## src/rtl/alu_pkg.sv

```systemverilog
// Shared definitions for the registered execute-stage ALU.
// Opcodes, flag bit positions and the sequencer state type.
package alu_pkg;

    localparam logic [3:0] OP_MOV = 4'b0001;
    localparam logic [3:0] OP_MVN = 4'b1001;
    localparam logic [3:0] OP_ADD = 4'b0010;
    localparam logic [3:0] OP_ADC = 4'b0011;
    localparam logic [3:0] OP_SUB = 4'b0100;
    localparam logic [3:0] OP_SBC = 4'b0101;
    localparam logic [3:0] OP_AND = 4'b0110;
    localparam logic [3:0] OP_ORR = 4'b0111;
    localparam logic [3:0] OP_EOR = 4'b1000;
    localparam logic [3:0] OP_MUL = 4'b1010;
    localparam logic [3:0] OP_MLA = 4'b1011;

    localparam int FLAG_N = 3;
    localparam int FLAG_Z = 2;
    localparam int FLAG_C = 1;
    localparam int FLAG_V = 0;

    typedef enum logic [1:0] {
        ST_IDLE = 2'd0,
        ST_MUL  = 2'd1,
        ST_DONE = 2'd2
    } state_e;

endpackage

```

## src/rtl/alu_core.sv

```systemverilog
// Combinational single-cycle op evaluation.
// Returns the result plus carry and overflow; N/Z are derived by the caller.
import alu_pkg::*;

module alu_core #(
    parameter int WIDTH = 32
) (
    input  logic [3:0]       cmd,
    input  logic [WIDTH-1:0] a,
    input  logic [WIDTH-1:0] b,
    input  logic             c_in,
    output logic [WIDTH-1:0] res,
    output logic             c,
    output logic             v
);

    logic [WIDTH-1:0] bb;
    logic             ci;
    logic [WIDTH:0]   sum;

    // One shared adder: subtraction is a + ~b + carry-in.
    always_comb begin
        bb = b;
        ci = 1'b0;
        case (cmd)
            OP_ADC: ci = c_in;
            OP_SUB: begin
                bb = ~b;
                ci = 1'b1;
            end
            OP_SBC: begin
                bb = ~b;
                ci = c_in;
            end
            default: ;
        endcase
        sum = {1'b0, a} + {1'b0, bb} + {{WIDTH{1'b0}}, ci};
    end

    // Result mux; logical and unknown codes leave C and V clear.
    always_comb begin
        res = '0;
        c   = 1'b0;
        v   = 1'b0;
        case (cmd)
            OP_MOV: res = b;
            OP_MVN: res = ~b;
            OP_ADD, OP_ADC, OP_SUB, OP_SBC: begin
                res = sum[WIDTH-1:0];
                c   = sum[WIDTH];
                v   = (a[WIDTH-1] == bb[WIDTH-1])
                   && (sum[WIDTH-1] != a[WIDTH-1]);
            end
            OP_AND: res = a & b;
            OP_ORR: res = a | b;
            OP_EOR: res = a ^ b;
            default: ;
        endcase
    end

endmodule

```

## src/rtl/alu_seq_unit.sv

```systemverilog
// Registered execute-stage ALU with handshake, NZCV register
// and an iterative shift-add multiplier for MUL/MLA.
import alu_pkg::*;

module alu_seq_unit #(
    parameter int WIDTH = 32,
    parameter int CNT_W = $clog2(WIDTH)
) (
    input  logic             clk,
    input  logic             rst,
    input  logic             flush,
    input  logic             in_valid,
    output logic             in_ready,
    input  logic [3:0]       exe_cmd,
    input  logic             s_bit,
    input  logic [WIDTH-1:0] op1,
    input  logic [WIDTH-1:0] op2,
    input  logic [WIDTH-1:0] op3,
    output logic             out_valid,
    input  logic             out_ready,
    output logic [WIDTH-1:0] alu_res,
    output logic [3:0]       status_bits,
    output logic             busy
);

    localparam logic [CNT_W-1:0] LAST = CNT_W'(WIDTH - 1);

    state_e           state_q, state_d;
    logic             valid_q, valid_d;
    logic [WIDTH-1:0] res_q, res_d;
    logic [3:0]       flags_q, flags_d;
    logic [WIDTH-1:0] acc_q, acc_d;
    logic [WIDTH-1:0] mcand_q, mcand_d;
    logic [WIDTH-1:0] mplier_q, mplier_d;
    logic [CNT_W-1:0] cnt_q, cnt_d;
    logic             s_q, s_d;

    logic [WIDTH-1:0] core_res;
    logic             core_c;
    logic             core_v;
    logic             accept;
    logic             is_mul;
    logic [WIDTH-1:0] acc_sum;

    alu_core #(
        .WIDTH (WIDTH)
    ) u_core (
        .cmd  (exe_cmd),
        .a    (op1),
        .b    (op2),
        .c_in (flags_q[FLAG_C]),
        .res  (core_res),
        .c    (core_c),
        .v    (core_v)
    );

    assign in_ready    = (state_q == ST_IDLE)
                      || (state_q == ST_DONE && out_ready);
    assign accept      = in_valid && in_ready && !flush;
    assign is_mul      = (exe_cmd == OP_MUL) || (exe_cmd == OP_MLA);
    assign acc_sum     = acc_q + (mplier_q[0] ? mcand_q : '0);
    assign out_valid   = valid_q;
    assign alu_res     = res_q;
    assign status_bits = flags_q;
    assign busy        = (state_q == ST_MUL);

    // Next-state, datapath and flag update; flush overrides everything.
    always_comb begin
        state_d  = state_q;
        valid_d  = valid_q;
        res_d    = res_q;
        flags_d  = flags_q;
        acc_d    = acc_q;
        mcand_d  = mcand_q;
        mplier_d = mplier_q;
        cnt_d    = cnt_q;
        s_d      = s_q;
        if (flush) begin
            state_d = ST_IDLE;
            valid_d = 1'b0;
        end else begin
            case (state_q)
                ST_IDLE, ST_DONE: begin
                    if (state_q == ST_DONE && out_ready) begin
                        state_d = ST_IDLE;
                        valid_d = 1'b0;
                    end
                    if (accept && is_mul) begin
                        acc_d    = (exe_cmd == OP_MLA) ? op3 : '0;
                        mcand_d  = op1;
                        mplier_d = op2;
                        cnt_d    = '0;
                        s_d      = s_bit;
                        valid_d  = 1'b0;
                        state_d  = ST_MUL;
                    end else if (accept) begin
                        res_d   = core_res;
                        valid_d = 1'b1;
                        state_d = ST_DONE;
                        if (s_bit) begin
                            flags_d = {core_res[WIDTH-1],
                                       core_res == '0,
                                       core_c, core_v};
                        end
                    end
                end
                ST_MUL: begin
                    acc_d    = acc_sum;
                    mcand_d  = mcand_q << 1;
                    mplier_d = mplier_q >> 1;
                    cnt_d    = cnt_q + CNT_W'(1);
                    if (cnt_q == LAST) begin
                        res_d   = acc_sum;
                        valid_d = 1'b1;
                        state_d = ST_DONE;
                        if (s_q) begin
                            flags_d[FLAG_N] = acc_sum[WIDTH-1];
                            flags_d[FLAG_Z] = (acc_sum == '0);
                        end
                    end
                end
                default: begin
                    state_d = ST_IDLE;
                    valid_d = 1'b0;
                end
            endcase
        end
    end

    // State and datapath registers.
    always_ff @(posedge clk or posedge rst) begin
        if (rst) begin
            state_q  <= ST_IDLE;
            valid_q  <= 1'b0;
            res_q    <= '0;
            flags_q  <= 4'b0000;
            acc_q    <= '0;
            mcand_q  <= '0;
            mplier_q <= '0;
            cnt_q    <= '0;
            s_q      <= 1'b0;
        end else begin
            state_q  <= state_d;
            valid_q  <= valid_d;
            res_q    <= res_d;
            flags_q  <= flags_d;
            acc_q    <= acc_d;
            mcand_q  <= mcand_d;
            mplier_q <= mplier_d;
            cnt_q    <= cnt_d;
            s_q      <= s_d;
        end
    end

endmodule

```

## config.mk

```make
export PLATFORM = sky130hd
export DESIGN_NAME = alu_seq_unit
export DESIGN_NICKNAME = d
export VERILOG_FILES = /design/src/rtl/alu_pkg.sv /design/src/rtl/alu_core.sv /design/src/rtl/alu_seq_unit.sv
export SDC_FILE = /design/constraint.sdc
export NUM_CORES = 1
export LEC_CHECK = 0
export ABC_AREA = 0
export ABC_CLOCK_PERIOD_IN_PS = 5300
export CORE_MARGIN = 8
export CORE_UTILIZATION = 51
export DETAILED_ROUTE_END_ITERATION = 6
export GPL_ROUTABILITY_DRIVEN = 0
export PLACE_DENSITY_LB_ADDON = 0.2
export SKIP_CTS_REPAIR_TIMING = 1
export SYNTH_ARGS = -nofsm -noshare
export SYNTH_HDL_FRONTEND = slang
export SYNTH_SLANG_ARGS = --single-unit
```

## constraint.sdc

```tcl
create_clock -name clk -period 5.3 [get_ports clk]
set_input_delay 1.06 -clock clk [delete_from_list [all_inputs] [get_ports clk]]
set_output_delay 1.06 -clock clk [all_outputs]
set_load 0.01 [all_outputs]
```

Word level (Yosys, flattened, before mapping)
Cells that the tools add are included.
{ "classes": {"n_reduce_logical": 22, "mux": 37, "addsub": 4, "n_shift": 0, "multipliers": 0, "eq_ne": 24, "div_mod_pow": 0, "order_cmp": 0, "bitwise_logic": 6} }
{ "ops": {"columns": ["operator", "n"], "rows": [
  ["32-bit two-way mux", 9],
  ["32-bit case mux with 2 select lines", 4],
  ["32-bit case mux with 6 select lines", 1],
  ["32-bit zero test", 2],
  ["32-bit by 32-bit adder with 33-bit output", 1],
  ["33-bit by 1-bit adder with 33-bit output", 1],
  ["32-bit adder", 1],
  ["32-bit bitwise AND", 1],
  ["32-bit NOT", 1],
  ["32-bit OR", 1],
  ["32-bit XOR", 1],
  ["4-bit by 3-bit == test with 1-bit output, second input constant", 4],
  ["4-bit == test, second input constant", 4],
  ["2-bit two-way mux", 7],
  ["4-bit two-way mux", 3],
  ["5-bit case mux with 2 select lines", 1],
  ["5-bit AND reduction", 2],
  ["4-bit by 2-bit == test with 1-bit output, second input constant", 2],
  ["2-bit != test, second input constant", 4],
  ["2-bit case mux with 2 select lines", 2],
  ["1-bit two-way mux", 7],
  ["7-bit AND reduction", 1],
  ["3-bit AND reduction", 2],
  ["2-bit OR reduction", 3],
  ["other kinds (20)", 28]
]} }
{ "word_totals": {"rom_bits": 0, "output_inout_bits": 39, "mem_bits_rw": 0, "ff_bits": 141, "inputBits": 106, "wordCells": 103, "memories": 0, "latch_bits": 0} }

Longest topological paths before layout
{ "depth": {"ltp_word": 12, "depth_mapped": 20, "ltp_nobuf": 17} }

Modules after synthesis
Synthesis repeated with hierarchy kept, for this count alone.
{ "hier_totals": {"hier_cells": 1664, "hier_area_um2": 13013.7} }
{ "by_module_without_submodules": {"columns": ["mod", "seq_area_each_um2", "n_inst", "cells_per_inst", "area_each_um2"], "rows": [
  ["alu_seq_unit", 3503.4, 1, 1078, 8719.6],
  ["alu_core", 0.0, 1, 586, 4294.1]
]} }

Worst setup path after synthesis
OpenSTA, ideal clock, no wires.
{ "synth_timing": {"kind": "in2reg", "startpoint": "input port exe_cmd[3]", "endpoint": "register flags_q[2] (netlist: status_bits[2])", "stages": 19, "slack_ps": 276, "arrival_time_ps": 4929, "path_cell_list": "buf_6 > buf_2 > buf_2 > nor2b_1 > clkbuf_1 > buf_1 > xnor2_1 > ha_1 > a21o_1 > o21bai_1 > a311o_1 > o31a_1 > o21a_1 > or3_1 > a31oi_1 > o2111ai_1 > nor4_1 > a31oi_1 > o31ai_1"} }
{ "synth_via": {"elab_chain_cells": 11, "elab_cells_between_ends": 28, "cone_classes": "2 x add/sub; 12 x eq/ne; 7 x mux; 7 x reduce/logical"} }
{ "synth_rtl": {"columns": ["item", "line", "text"], "rows": [
  ["start, declared", "alu_seq_unit.sv:14", "input logic [3:0] exe_cmd,"],
  ["4-bit by 3-bit == test with 1-bit output", "alu_core.sv:25, alu_core.sv:45", null],
  ["2-bit OR reduction (no line)", null, null],
  ["32-bit two-way mux", null, null],
  ["32-bit by 32-bit adder with 33-bit output", "alu_core.sv:37", "sum = {1'b0, a} + {1'b0, bb} + {{WIDTH{1'b0}}, ci};"],
  ["33-bit by 1-bit adder with 33-bit output", "alu_core.sv:37", null],
  ["32-bit case mux with 6 select lines", "alu_core.sv:45", "case (cmd)"],
  ["32-bit zero test", "alu_seq_unit.sv:102", "core_res == '0,"],
  ["4-bit two-way mux", "alu_seq_unit.sv:100", "if (s_bit) begin"],
  ["4-bit two-way mux", "alu_seq_unit.sv:96", "end else if (accept) begin"],
  ["4-bit two-way mux", "alu_seq_unit.sv:88", "if (accept && is_mul) begin"],
  ["2-bit case mux with 2 select lines", "alu_seq_unit.sv:82", "case (state_q)"],
  ["end signal, assigned", "alu_seq_unit.sv:146", "flags_q <= flags_d;"],
  ["end, declared", "alu_seq_unit.sv:31", "logic [3:0] flags_q, flags_d;"]
]} }
Parallel ways exist; a longest one is shown, timed or not. The select of a mux whose other input is x is not followed.
A chain may end at the register's enable or synchronous reset.

Worst setup path in the final report
{ "layout_timing": {"startpoint": "input port exe_cmd[2]", "endpoint": "register flags_q[2] (netlist: status_bits[2])"} }
Same word-level chain as after synthesis.

==> run summary <==
post-detail-place hpwl - 31100 µm
commonest non-fill, non-tap cell in the layout - nand2_1
Fillers - 2166
Synth Area in Compound Gates - 26.8%
global-route usage over all layers - 26.1%
clock sinks - 140
XOR/XNOR Fraction of Synth Area - 6.21%
adder-cell share of the synthesized area - 13.1%
simple-gate portion of the synthesized area - 19.9%
Final ANT Viol Nets - 0
unrepaired setup endpoints after global routing - no
Root Buffer - clkbuf_16
die area - 0.0302 mm²
Hold Path Stages - 2
pwr/cell area - 291 mW/mm²
Synth Register Bits - 140
commonest cells after routing, fill and taps aside - nand2_1 (205), o21ai_0 (186), a21oi_1 (179)
Post-synth EDFFs - 0
crit path launch type - input port
Avg Inst Size Synth - 7.66 µm²
CP max FO - 7
VDD IR-drop max - 0.170 mV
Setup Viol. Count Final - 0
die height - 174 µm
largest net degree at the start of global routing - 162
WL/cell - 19.0 µm
Worst Max-Slew Pin Slew - 1010 ps
total gr overflow - 0
CTS tree - done
Slew Viols, Final - 0
Seq/Total Area, Yosys - 27.6%
vias in the first global route - 12100
cts bufs inserted - 17
clock transition at the registers of the reported paths - 70 ps
Port Buffers - 144
placed cell count - 2094
max_cap viols - 0
Final Cell Area - 0.0154 mm²
worst hold-check path type - reg -> reg
reg2reg path depth - 13
initial antenna violation count - 0
Std-Cell Rows - 57
first-pass GRT wire length - 64600 µm
Post-synth ARST share - 100%
required time worst endpoint - 5600 ps
Synth cell types - 81
clock skew - 14.8 ps
Die W - 174 µm
Post-Syn Area - 0.0127 mm²
fin crit period - 4980 ps
vias per cell - 5.99
hold path startpoint - alu_res[22]$_DFFE_PP0P_
Ant. Diodes - 0
Area Overhead vs Synth - 21.1%
Synth Flop Type - dfrtp_1
largest buffer count on any clock path - 2
Critical Path End Type - flop
DRC Markers - 0
status - complete, no violations
critical path class - in -> reg
largest family of logic cells by synthesized area - compound AO/OA/AOI/OAI gates
H-tree lvl count - 4
Final Cycle Share - 94.0%
crit path DAT - 5280 ps
layout cells sized above 1 - 7.33%
r2r endpoint - status_bits[2]$_DFFE_PP0P_
fin nets - 2026
later-pin clock latency in the skew report - 450 ps
via count - 12700
WHS Endpoint - alu_res[22]$_DFFE_PP0P_
Area after DPL - 0.0147 mm²
Layout Utilization - 63.0%
Initial Utilization - 52.0%
Final Hold Viols - 0
worst hold slack - 472 ps
Detailed Routing Iterations Pass 1 - 6
syn_nets - 1895
R2R Setup Slk - 850 ps
cell count after synthesis - 1658
mux share of post-synthesis cell area - 0.798%
P_leak - 7.10 nW
Boundary Pins - 145
worst r2r src - mplier_q[0]$_DFFE_PP0P_
Finished Layout Cells - 2126
Peak Freq - 201 MHz
core footprint - 0.0244 mm²
total negative setup slack - 0 ps
Ys Warns - 0
DR iter-0 viols - 1320
final wirelength - 40400 µm
max_slew headroom - 32.4%
[synthesized netlist by cell type, types with 13 or more instances]
| library cell | count | area, µm² |
|---|---|---|
| nand2_1 | 205 | 769 |
| o21ai_0 | 186 | 931 |
| a21oi_1 | 179 | 896 |
| nor2_1 | 167 | 627 |
| dfrtp_1 | 140 | 3500 |
| ha_1 | 128 | 1600 |
| inv_1 | 84 | 315 |
| clkbuf_1 | 78 | 293 |
| xnor2_1 | 61 | 534 |
| and2_1 | 43 | 269 |
| xor2_1 | 29 | 254 |
| a21o_1 | 26 | 195 |
| nand3_1 | 23 | 115 |
| a221oi_1 | 19 | 166 |
| a211oi_1 | 17 | 128 |
| nor2b_1 | 14 | 87.6 |
| nor3_1 | 13 | 65.1 |
| o211ai_1 | 13 | 97.6 |
[registers in the layout (all words and copies together) (netlist names)]
signal and count:
acc_q 32, mcand_q 32, status_bits 4, alu_res 32, cnt_q 5, state_q 2, s_q 1, mplier_q 32
[power by group]
part           internal [mW]  total [mW]  switching, mW
logic                  0.731        1.67          0.943
clock network          0.778        1.31          0.532
registers               1.31        1.49          0.183
[cell families after synthesis]
| group | count (synthesis) |
|---|---|
| DFF | 140 |
| and+or+nand+nor | 547 |
| muxes | 10 |
| xor gates and xnor gates | 90 |
| buffers and inverters | 184 |
| AOI/OAI and AO/OA | 556 |
| adders and majority gates | 131 |
[worst max-delay path, cell delays in order]
cell	delay, ps
clkdlybuf4s50_1	560
nor2b_1	200
nor2b_4	180
buf_4	190
buf_4	170
xnor2_1	70
ha_1	390
nand2_1	130
nor2_1	130
nand3_1	160
a211oi_1	550
o21a_1	270
o2111ai_2	160
a2111oi_1	470
nor3b_2	120
nor4bb_1	170
a31oi_1	180
o31ai_1	100
[metal layers]
layer | vias to the layer above | part of all wire, % | track usage [%]
met4 | 0 | 2.4 | 8.02
met2 | 573 | 43 | 39.2
met5 | - | 0 | 0
met1 | 5962 | 46 | 37.2
met3 | 70 | 9.0 | 5.10
li1 | 6133 | - | -
[layout make-up]
cell class	instances	area, µm²	area share [%]
inverters	85	327	2.12
clock inverters	13	176	1.15
flip-flops and latches	140	3500	22.8
repair buffers	211	1970	12.8
clock buffers	19	453	2.95
multi-input cells	1334	8540	55.6
well taps	324	405	2.64
[metrics by stage]
| stage | setup slack [ps] | total power, mW |
|---|---|---|
| 3_3_place_gp | 67.8 | 3.10 |
| 4_1_cts | 316 | 4.46 |
| 3_5_place_dp | -119 | 3.15 |
| 6_report | 316 | 4.48 |
| 5_1_grt | 23.8 | 4.73 |
| 2_1_floorplan | 276 | 2.50 |
[worst max-delay path by stage]
stage                                  to  slack (ps)  cells after the start  startpoint
5_1_grt        status_bits[2]$_DFFE_PP0P_          20                     18  exe_cmd[2]
3_5_place_dp   status_bits[2]$_DFFE_PP0P_        -120                     19  exe_cmd[2]
6_report       status_bits[2]$_DFFE_PP0P_         320                     18  exe_cmd[2]
2_1_floorplan  status_bits[2]$_DFFE_PP0P_         280                     19  exe_cmd[3]
4_1_cts        status_bits[2]$_DFFE_PP0P_         320                     19  exe_cmd[2]
3_3_place_gp   status_bits[2]$_DFFE_PP0P_          70                     19  exe_cmd[2]
(Power assumes the default switching activity.)
